$ cat src/rtl/encoder_8to3_12.sv
// encoder_8to3_12: registered 8-to-3 priority encoder with enable.
// One pipeline stage. Din/En are sampled on the rising clk edge, and the
// result appears on E0/V after that edge.
// MSB_PRIORITY = 1 selects the highest set bit; 0 selects the lowest set bit.
// Optional macro ENC_MULTIHOT_ERR_EN adds a registered Err output.
// Err flags an enabled request vector that has more than one bit set.
module encoder_8to3_12 #(
    parameter bit MSB_PRIORITY = 1'b1
) (
    input  logic       clk,
    input  logic       rst,
    input  logic       En,
    input  logic [7:0] Din,
    output logic [2:0] E0,
    output logic       V
`ifdef ENC_MULTIHOT_ERR_EN
    ,
    output logic       Err
`endif
);

    logic [2:0] win_idx;
    logic       any_set;

    // Combinational priority pick. The last hit in the scan order wins.
    always_comb begin
        // NOTE: assign a default to every output before the loop.
        // Otherwise a path that writes nothing infers a latch.
        win_idx = 3'b000;
        any_set = |Din;
        for (int i = 0; i < 8; i++) begin
            if (MSB_PRIORITY) begin
                // Ascending scan: the highest set index is written last.
                if (Din[i]) win_idx = i[2:0];
            end else begin
                // Descending scan: the lowest set index is written last.
                if (Din[7 - i]) win_idx = 3'(7 - i);
            end
        end
    end

    // Output register. En=0 clears the outputs instead of holding them,
    // which also keeps X/Z on Din away from the outputs.
    always_ff @(posedge clk or posedge rst) begin
        // NOTE: use non-blocking assignments for registered state.
        // All flops then update together from pre-edge values.
        if (rst) begin
            E0 <= 3'b000;
            V  <= 1'b0;
        end else if (En) begin
            E0 <= win_idx;
            V  <= any_set;
        end else begin
            E0 <= 3'b000;
            V  <= 1'b0;
        end
    end

`ifdef ENC_MULTIHOT_ERR_EN
    logic multi_hot;

    // Clearing the lowest set bit leaves a nonzero value
    // exactly when two or more bits are set.
    always_comb begin
        multi_hot = (Din & (Din - 8'd1)) != 8'd0;
    end

    // Error flag register. It uses the same gating as E0/V.
    always_ff @(posedge clk or posedge rst) begin
        if (rst) begin
            Err <= 1'b0;
        end else begin
            Err <= En & multi_hot;
        end
    end
`endif

endmodule

$ cat config.mk
export PLATFORM = sky130hd
export DESIGN_NAME = encoder_8to3_12
export DESIGN_NICKNAME = d
export VERILOG_FILES = /design/src/rtl/encoder_8to3_12.sv
export SDC_FILE = /design/constraint.sdc
export NUM_CORES = 1
export LEC_CHECK = 0
export CORE_AREA = 4 4 41 43
export DETAILED_ROUTE_END_ITERATION = 16
export DIE_AREA = 0 0 45 47
export SLEW_MARGIN = 15
export SYNTH_ARGS = -nofsm -noshare
export SYNTH_HDL_FRONTEND = slang
export SYNTH_SLANG_ARGS = --single-unit
$ cat constraint.sdc
create_clock -name clk -period 0.8 [get_ports clk]
set_input_delay 0.12 -clock clk [delete_from_list [all_inputs] [get_ports clk]]
set_output_delay 0.12 -clock clk [all_outputs]
set_load 0.05 [all_outputs]
After elaboration in Yosys (flattened, before gate mapping)
Index checks and enable logic that the tools add are counted.
{"block": "word_totals", "in_bits": 11, "output_inout_bits": 4, "reg_bits": 4, "word_cells": 12}
{"block": "op_classes", "reduce_logical": 1, "muxes": 9}
{"cell": "2-to-1 mux 3 bit", "count": 7}
{"cell": "OR reduction 8 bit", "count": 1}
{"cell": "2-to-1 mux 1 bit", "count": 2}

Depth between registers and ports, before layout
{"block": "depth", "word_depth": 8, "mapped_depth": 3, "depth_no_buf": 3}

Worst setup path after synthesis
OpenSTA, ideal clock, no wires.
{"block": "synth_path", "path_kind": "register -> output", "startpoint": "register E0[0]", "endpoint": "output E0[0]", "t_required_ps": 680, "n_path_buf": 0, "t_arrival_ps": 586, "path_stages_with_launch": 1, "slack_ps": 94, "cell_sequence": "dfrtp_1"}
{"element": "start: declaration", "line": "14", "text": "output logic [2:0] E0,"}
{"element": "start signal: assignment", "line": "51", "text": "E0 <= win_idx;"}
No word-level cell between the ends.

Worst setup path in the final report
{"block": "layout_path", "startpoint": "register E0[2]", "endpoint": "output E0[2]"}
No word-level cell between the ends.

==> summary.txt <==
Layout
  • Share of cells above drive strength 1: 0.421
  • Fillers: 144
  • Footprint of the multi-input gates: 100 µm²
  • Diodes inserted: 0
  • Nets: 51
  • FF/Latch Area: 100 µm²
  • Layout area overhead: 135%
  • Non-Filler Instances: 53

Critical path
  • Slowest cell on crit path: dfrtp_1
  • Crit-path max cell delay: 0.39 ns
  • Startpoint types: register
  • Crit. path cell count: 1
  • Crit-path cells: buf_12
  • Max Fanout on Critical Path: 1
  • Critical path data arrival time: 0.77 ns
  • Top Family by Delay on Critical Path: flip-flops
  • Critical path class: reg -> out
  • Worst Setup SP: E0[2]
  • Critical path endpoint: E0[2]
  • Worst Path Required: 0.68 ns
  • Crit path capture type: output pin
  • WP buf/inv: 1

Die
  • Row count: 13
  • Die Area: 2120 µm²
  • I/O pins: 15
  • DIE HEIGHT: 47 µm
  • Core Region: 1300 µm²
  • Die Width: 45 µm
  • Initial Utilization: 0.141

Timing
  • Final worst setup slack: -0.0918 ns
  • Unrepaired setup endpoints after global routing: yes
  • Worst slew pin tran: 0.274 ns
  • Fin. Hold Viols: 0
  • Slew headroom: 0.816
  • Max-slew violation count: 0
  • Count of final setup violators: 4
  • Final Cycle Share: 1.11
  • Fin crit period: 0.892 ns
  • Achievable clock frequency: 1120 MHz

Placed design
  • Port Buffers: 14
  • Gp weighted congestion: 0.679
  • Placed Instances: 50

Power
  • Seq pwr share: 0.338
  • Sw Ratio: 0.274
  • Tot Pwr: 676 µW
  • Static Leakage: 0.196 nW
  • Combinational power share: 0.302
  • Int Pwr: 490 µW
  • Switching pwr: 185 µW
  • PD cells: 1560 nW/µm²
  • Clock Power Share: 0.360
  • VDD IR max: 0.348 mV

Logic synthesis
  • Syn Nets: 30
  • Average size of a mapped cell: 9.68 µm²
  • Number of synthesized register bits: 4
  • Cell Area, Synth: 184 µm²
  • Sequential fraction of the synthesis area: 0.544
  • Distinct cells, synth: 10
  • Cells after Synth: 19
  • Synth Warn #: 0

Route
  • Post-route ant nets: 0
  • Drt first pass iters: 1
  • # DRC: 0
  • Initial detailed-routing violation count: 0
  • Via density: 3.91
  • DR vias: 207
  • Routed WL per cell: 8.55 µm
  • DRT Wirelength: 453 µm

Run status
  • Outcome: finished with violations
  • Failing checks: negative setup slack

Clock network
  • Root buf cell: clkbuf_4
  • CTS tree: built
  • CTS Buffer Depth: 2
  • Total CTS buffers: 3
  • Reg clk slew, reported paths: 0.04 ns
  • Number of H-tree levels: 1
  • Clock Sinks: 4
  • Setup Fix Bufs, Post-CTS: 0
  • Cts hold-fix bufs: 0

GRT
  • Vias in the first global route: 191
  • Initial antenna violation count: 0
  • Global-route wire length before repair: 627 µm
  • GRT Resource Usage Total: 0.0524
  • Largest net degree at the start of global routing: 5
  • Total grt overflow: 0

Job
  • Max Cap Viol: 0

Hold path
  • Hold/Removal Path Class: in -> async
==> power by group through the flow <==
stage / logic [mW] / registers [mW] / clock network, mW
after global routing: 0.216 / 0.229 / 0.263
after floorplan: 0.0249 / 0.274 / 0
final: 0.204 / 0.228 / 0.243
after CTS: 0.207 / 0.229 / 0.262
after detailed placement: 0.204 / 0.231 / 0
after global placement: 0.204 / 0.231 / 0
==> layer usage <==
layer | part of all wire | vias up | track usage
met5 | 0 | - | 0
met4 | 0.093 | 0 | 0.140
li1 | - | 104 | -
met1 | 0.34 | 82 | 0.0393
met2 | 0.41 | 17 | 0.0678
met3 | 0.15 | 4 | 0.00383
==> cell usage after synthesis <==
| master | number | area, µm² |
|---|---|---|
| a21oi_1 | 2 | 10.0 |
| dfrtp_1 | 4 | 100 |
| inv_1 | 3 | 11.3 |
| nor2_1 | 3 | 11.3 |
| nor2b_1 | 1 | 6.26 |
| nor4_1 | 1 | 6.26 |
| nor4_2 | 1 | 12.5 |
| o21ai_0 | 2 | 10.0 |
| o21bai_1 | 1 | 7.51 |
| o41ai_1 | 1 | 8.76 |
==> per-stage QoR <==
stage | setup slack (ns) | hold WS (ns) | cell area (µm²) | setup TNS (ns) | util
floorplan | 0.0941 | -0.114 | 184 | 0 | -
finish | -0.0918 | 0.0675 | 433 | -0.357 | 0.333
global placement | -0.401 | 0.313 | 398 | -1.30 | 0.306
CTS | -0.106 | 0.0625 | 439 | -0.412 | 0.338
detailed placement | -0.422 | 0.308 | 398 | -1.31 | 0.306
global route | -0.113 | 0.0964 | 433 | -0.429 | 0.333
==> flip-flops by register name, indices dropped and copies added, names as in the netlist <==
signal and flops:
V 1, E0 3
==> worst min path at each step <==
stage / slack, ns / depth (start not counted) / endpoint
final: 0.07 / 2 / E0[2]
after floorplan: -0.11 / 1 / E0[0]
after global routing: 0.1 / 2 / E0[2]
after global placement: 0.31 / 2 / E0[2]
after detailed placement: 0.31 / 2 / E0[2]
after CTS: 0.06 / 2 / E0[2]
==> placed cells by master (no fill, tap or decap) <==
cell	instances
nor2b_1	1
a21oi_2	1
buf_4	2
buf_12	4
inv_2	1
dlygate4sd2_1	4
clkdlybuf4s50_1	2
nor2_4	1
o41ai_2	1
inv_1	2
nor4_4	1
clkdlybuf4s15_1	2
nor4_1	1
nor2_1	2
clkbuf_2	2
o21ai_0	2
o21bai_1	1
dfrtp_1	4
clkbuf_4	3
a21oi_1	1
==> logic make-up (layout without fill, tap and decap cells) <==
logic type | after synthesis | after routing | share of synthesized area
buffers and inverters | 3 | 22 | 0.0612
flip-flops | 4 | 4 | 0.544
AND/OR/NAND/NOR | 6 | 6 | 0.197
AO/OA/AOI/OAI | 6 | 6 | 0.197
==> what timing repair did <==
item	in CTS	in global routing
gates resized for setup	15	5
pin swaps	2	1
setup endpoints to repair	7	6
==> final cells by class <==
type | count | area share
Clock buffer | 3 | 0.0520
Inverter | 3 | 0.0260
Multi-Input combinational cell | 12 | 0.231
Sequential cell | 4 | 0.231
Tap cell | 15 | 0.0434
Timing Repair Buffer | 16 | 0.416
Power figures use the tool's default switching activity.
